`config.mk`:
```
export PLATFORM = sky130hd
export DESIGN_NAME = dsp_add_issue
export DESIGN_NICKNAME = d
export VERILOG_FILES = /design/src/rtl/dsp_add_issue_pkg.sv /design/src/rtl/dsp_result_fifo.sv /design/src/rtl/dsp_add_issue.sv
export SDC_FILE = /design/constraint.sdc
export NUM_CORES = 1
export LEC_CHECK = 0
export CAP_MARGIN = 20
export CELL_PAD_IN_SITES_DETAIL_PLACEMENT = 1
export CELL_PAD_IN_SITES_GLOBAL_PLACEMENT = 2
export CORE_MARGIN = 1
export CORE_UTILIZATION = 33
export DETAILED_ROUTE_END_ITERATION = 10
export PLACE_DENSITY = 0.77
export SLEW_MARGIN = 20
export SYNTH_ARGS = -nofsm -noshare
export SYNTH_HDL_FRONTEND = slang
export SYNTH_SLANG_ARGS = --single-unit
```
`constraint.sdc`:
```
create_clock -name clock -period 3.2 [get_ports clock]
set_clock_uncertainty 0.2 [all_clocks]
set_input_delay 0.32 -clock clock [delete_from_list [all_inputs] [get_ports clock]]
set_output_delay 0.32 -clock clock [all_outputs]
set_load 0.01 [all_outputs]
```
`src/rtl/dsp_add_issue_pkg.sv`:
```
// rtl/dsp_add_issue_pkg.sv - shared constants and width helpers for the dsp_add issue front-end
package dsp_add_issue_pkg;

  // Pipeline depth of the dsp_add primitive this block is normally paired with.
  localparam int DSP_ADD_LATENCY = 2;

  // Width of a counter that must hold 0..depth inclusive.
  function automatic int cnt_width(input int depth);
    int w;
    w = $clog2(depth + 1);
    return (w < 1) ? 1 : w;
  endfunction

  // Width of a pointer that indexes 0..depth-1.
  function automatic int ptr_width(input int depth);
    int w;
    w = $clog2(depth);
    return (w < 1) ? 1 : w;
  endfunction

endpackage

```
`src/rtl/dsp_result_fifo.sv`:
```
// rtl/dsp_result_fifo.sv - circular result buffer with push/pop/count/empty
module dsp_result_fifo
  import dsp_add_issue_pkg::*;
#(
  parameter int WIDTH = 8,
  parameter int DEPTH = 4
) (
  input  logic                          clock,
  input  logic                          reset,
  input  logic                          push_i,
  input  logic [WIDTH-1:0]              push_data_i,
  input  logic                          pop_i,
  output logic [WIDTH-1:0]              pop_data_o,
  output logic [cnt_width(DEPTH)-1:0]   count_o,
  output logic                          empty_o
);

  localparam int CW = cnt_width(DEPTH);
  localparam int PW = ptr_width(DEPTH);

  logic [WIDTH-1:0] mem_q [DEPTH];
  logic [PW-1:0]    wr_q, wr_d;
  logic [PW-1:0]    rd_q, rd_d;
  logic [CW-1:0]    count_q, count_d;
  logic             full;
  logic             do_push;
  logic             do_pop;

  // Explicit wrap so non-power-of-two depths never index past the last entry.
  function automatic logic [PW-1:0] ptr_next(input logic [PW-1:0] p);
    return (p == PW'(DEPTH - 1)) ? '0 : p + PW'(1);
  endfunction

  assign full    = (count_q == CW'(DEPTH));
  assign empty_o = (count_q == '0);
  assign do_push = push_i && !full;
  assign do_pop  = pop_i && !empty_o;

  // Pointer and occupancy next-state; a simultaneous push and pop keeps count.
  always_comb begin
    wr_d    = wr_q;
    rd_d    = rd_q;
    count_d = count_q;
    if (do_push) wr_d = ptr_next(wr_q);
    if (do_pop)  rd_d = ptr_next(rd_q);
    case ({do_push, do_pop})
      2'b10:   count_d = count_q + CW'(1);
      2'b01:   count_d = count_q - CW'(1);
      default: count_d = count_q;
    endcase
  end

  // Pointer/count registers with synchronous active-low reset.
  always_ff @(posedge clock) begin
    if (!reset) begin
      wr_q    <= '0;
      rd_q    <= '0;
      count_q <= '0;
    end else begin
      wr_q    <= wr_d;
      rd_q    <= rd_d;
      count_q <= count_d;
    end
  end

  // Storage is not reset; entries are only visible once counted.
  always_ff @(posedge clock) begin
    if (do_push) mem_q[wr_q] <= push_data_i;
  end

  assign pop_data_o = mem_q[rd_q];
  assign count_o    = count_q;

endmodule

```
`src/rtl/dsp_add_issue.sv`:
```
// rtl/dsp_add_issue.sv - valid/ready stream front-end for the fixed-latency dsp_add primitive
module dsp_add_issue
  import dsp_add_issue_pkg::*;
#(
  parameter int WIDTH   = 8,
  parameter int LATENCY = DSP_ADD_LATENCY,
  parameter int DEPTH   = 4
) (
  input  logic             clock,
  input  logic             reset,
  input  logic             in_valid,
  output logic             in_ready,
  input  logic [WIDTH-1:0] in_a,
  input  logic [WIDTH-1:0] in_b,
  output logic [WIDTH-1:0] add_a,
  output logic [WIDTH-1:0] add_b,
  input  logic [WIDTH-1:0] add_y,
  output logic             out_valid,
  input  logic             out_ready,
  output logic [WIDTH-1:0] out_y
);

  localparam int          CW         = cnt_width(DEPTH);
  localparam logic [CW:0] CREDIT_MAX = (CW + 1)'(DEPTH);

  logic [WIDTH-1:0] add_a_q, add_a_d;
  logic [WIDTH-1:0] add_b_q, add_b_d;
  logic [LATENCY:0] vpipe_q, vpipe_d;
  logic [CW-1:0]    inflight_q, inflight_d;
  logic [CW-1:0]    fifo_count;
  logic             fifo_empty;
  logic [CW:0]      credit_used;
  logic             fire_in;
  logic             push;
  logic             pop;

  // Every accepted pair owns one FIFO slot from issue until it is popped, so the
  // adder can never deliver a result the buffer has no room for.
  assign credit_used = {1'b0, inflight_q} + {1'b0, fifo_count};
  assign in_ready    = reset && (credit_used < CREDIT_MAX);
  assign fire_in     = in_valid && in_ready;
  assign push        = vpipe_q[LATENCY];
  assign pop         = out_valid && out_ready;

  // Operand capture, valid-tag shift and in-flight credit next-state.
  always_comb begin
    add_a_d    = add_a_q;
    add_b_d    = add_b_q;
    vpipe_d    = {vpipe_q[LATENCY-1:0], fire_in};
    inflight_d = inflight_q;
    if (fire_in) begin
      add_a_d = in_a;
      add_b_d = in_b;
    end
    case ({fire_in, push})
      2'b10:   inflight_d = inflight_q + CW'(1);
      2'b01:   inflight_d = inflight_q - CW'(1);
      default: inflight_d = inflight_q;
    endcase
  end

  // Issue-side state; clearing vpipe on reset makes late add_y values harmless.
  always_ff @(posedge clock) begin
    if (!reset) begin
      add_a_q    <= '0;
      add_b_q    <= '0;
      vpipe_q    <= '0;
      inflight_q <= '0;
    end else begin
      add_a_q    <= add_a_d;
      add_b_q    <= add_b_d;
      vpipe_q    <= vpipe_d;
      inflight_q <= inflight_d;
    end
  end

  dsp_result_fifo #(
    .WIDTH (WIDTH),
    .DEPTH (DEPTH)
  ) u_fifo (
    .clock       (clock),
    .reset       (reset),
    .push_i      (push),
    .push_data_i (add_y),
    .pop_i       (pop),
    .pop_data_o  (out_y),
    .count_o     (fifo_count),
    .empty_o     (fifo_empty)
  );

  assign add_a     = add_a_q;
  assign add_b     = add_b_q;
  assign out_valid = !fifo_empty;

endmodule

```
==> qor.txt <==
GRT Total Usage: 0.1463
Synth area leaders: edfxtp_1 (38%), dfxtp_1 (25%), mux4_2 (7.1%), ha_1 (4.5%), nand4_1 (3.2%)
placed cells: 342
Yosys reg bits: 63
number of buffers created by CTS: 9
vias: 1715
type of origin of the critical path: flop
Post-Syn Area: 2530 um^2
flip-flop and latch area: 1582 um^2
GP Congestion: 0.7234
H-tree Lvls: 3
count of cell types in the netlist: 28
R2R Path Start: u_fifo.count_o[2]
capturing point of the worst reg2reg path: u_fifo.count_o[2]
Final ANT Viol Nets: 0
Finished Layout Cells: 358
initial antenna violation count: 0
worst path arrival time: 2.20 ns
VDD IR max: 0.2607 mV
Placed Area: 3168 um^2
Leak: 1.206 nW
global-route wire length before repair: 8418 um
vias in the first global route: 1771
Layout area overhead: 33.43%
Synth area leader: edfxtp_1
Die ar.: 8021 um^2
TritonCTS clock tree: built
Residual DRC: 0
CTS Hold Bufs: 0
critical path required time: 2.68 ns
FMAX: 367.6 MHz
pins over their slew limit: 0
CP max FO: 14
synthesized area per cell: 12.91 um^2
I/O pins: 54
status: completed
die width: 89.56 um
# nets final: 293
R2R setup slack: 0.68 ns
Fin. Hold Viols: 0
global route overflow: 0
Hold WS: 0.2355 ns
final instance area: 3376 um^2
Yosys warnings: 0
Routed WL: 5397 um
Worst Tran Pin Value: 0.5419 ns
share of layout cells above drive strength 1: 0.1158
largest net degree at the start of global routing: 23
Setup crit end: in_ready
CTS clk-pin slew, worst paths: 0.07 ns
First DRT Iteration DRCs: 28
Worst setup EP type: output port
port bufs: 53
Yosys top cell area share: 0.3798
post-CTS sizing: 0
Detailed Routing Iterations Pass 1: 4
Final TNS setup: 0 ns
initial core utilization: 0.3451
Filler cells: 785
worst setup path class: flop to output port
DP HPWL: 3733 um
Slew HR: 0.6382
Worst Hold Class: flop to flop
syn_nets: 235
row cnt: 31
multi-input gate area in the final layout: 853.3 um^2
CTS max path bufs: 2
Post-Synthesis Cells: 196
hold depth: 1
register area share after synthesis: 0.6251
setup bufs post-CTS: 0
Pwr Density: 551.0 nW/um^2
minimum clock period: 2.720 ns
DR vias/cell: 4.791
Final period util: 0.8501
Avg WL per Cell: 15.08 um
CP Launch Point: u_fifo.count_o[2]
TritonCTS Sinks: 63
Worst-Skew Late Latency: 0.34 ns
Tot Pwr: 1.860 mW
die height: 89.56 um
Finish-stage setup viols: 0
CTS root buf: clkbuf_8
worst r2r path cells: 8
Antenna diodes: 0
core region area: 7331 um^2
max_cap viols: 0
RSZ-0062 raised after global routing: false
cell families after synthesis:
group	synth area share
flops	0.6251
simple gates	0.1236
compound gates	0.05242
buf+inv	0.03759
mux	0.08704
fa+ha+maj	0.06034
xor+xnor	0.01385
stage by stage:
stage                       util  setup WS, ns
final                     0.4605        0.4798
after global routing      0.4605        0.3795
after CTS                 0.4605        0.4647
after detailed placement  0.4322        0.5860
after global placement    0.4322        0.6338
after floorplan                -        0.5118
placed cells by master, fill, tap and decap left out, drive strengths merged:
cell / n
mux2i: 4
nand2: 21
ha: 9
mux4: 8
nand3: 3
fa: 2
or3b: 1
clkbuf: 11
a21oi: 7
o21ai: 15
buf: 5
clkinvlp: 1
a21o: 2
inv: 10
xor2: 4
and3: 5
edfxtp: 32
or3: 4
nand4: 13
bufinv: 1
and2: 3
clkinv: 4
clkdlybuf4s50: 53
dfxtp: 31
nor2: 8
o31ai: 1
nor4b: 1
flip-flops by register name, summed over array words and instances, names as in the netlist, named ones only:
signal and cells:
vpipe_q 3, u_fifo.mem_q 32, u_fifo.wr_q 2, add_a 8, u_fifo.rd_q 2, add_b 8, inflight_q 3, u_fifo.count_o 3
layer usage:
| metal | up-vias | wire length (um) | global-route usage |
|---|---|---|---|
| met4 | 0 | 134 | 0.09235 |
| met1 | 837 | 2408 | 0.1707 |
| li1 | 822 | - | - |
| met2 | 44 | 2569 | 0.2348 |
| met5 | - | 0 | 0 |
| met3 | 12 | 285 | 0.04432 |
where the power goes:
part | internal, mW | switching [mW]
Sequential | 0.880 | 0.0319
Combinational | 0.140 | 0.101
Clock | 0.400 | 0.306
synthesized netlist by cell type (all sizes together):
cell type  instances
a21o               2
a21oi              7
and2               3
and3               5
buf                5
clkbuf             6
clkinv             1
dfxtp             31
edfxtp            32
fa                 2
ha                 9
inv               10
mux2i              4
mux4               8
nand2             21
nand3              3
nand4             13
nor2               8
nor4b              1
o21ai             15
o31ai              1
or3                4
or3b               1
xor2               4
critical path: stages, from the launching register on:
cell	delay (ns)
dfxtp_1	0.41
ha_1	0.29
nor4b_4	0.24
buf_4	0.25
and2_1	0.14
clkdlybuf4s50_1	0.52
final cells by class:
cell class / count / share of cell area
inverters: 11 / 0.01223
well taps: 99 / 0.03669
clock inverters: 5 / 0.01668
clock buffers: 11 / 0.04485
flip-flops and latches: 63 / 0.4685
multi-input cells: 111 / 0.2528
repair buffers: 58 / 0.1683
worst min path at each step:
stage | from | end | slack (ns)
3_5_place_dp | vpipe_q[0] | vpipe_q[1] | 0.22
5_1_grt | add_a[2] | add_a[2] | 0.27
2_1_floorplan | vpipe_q[0] | vpipe_q[1] | 0.21
4_1_cts | vpipe_q[1] | vpipe_q[2] | 0.25
6_report | vpipe_q[1] | vpipe_q[2] | 0.24
3_3_place_gp | vpipe_q[0] | vpipe_q[1] | 0.22
Power figures use the tool's default switching activity.
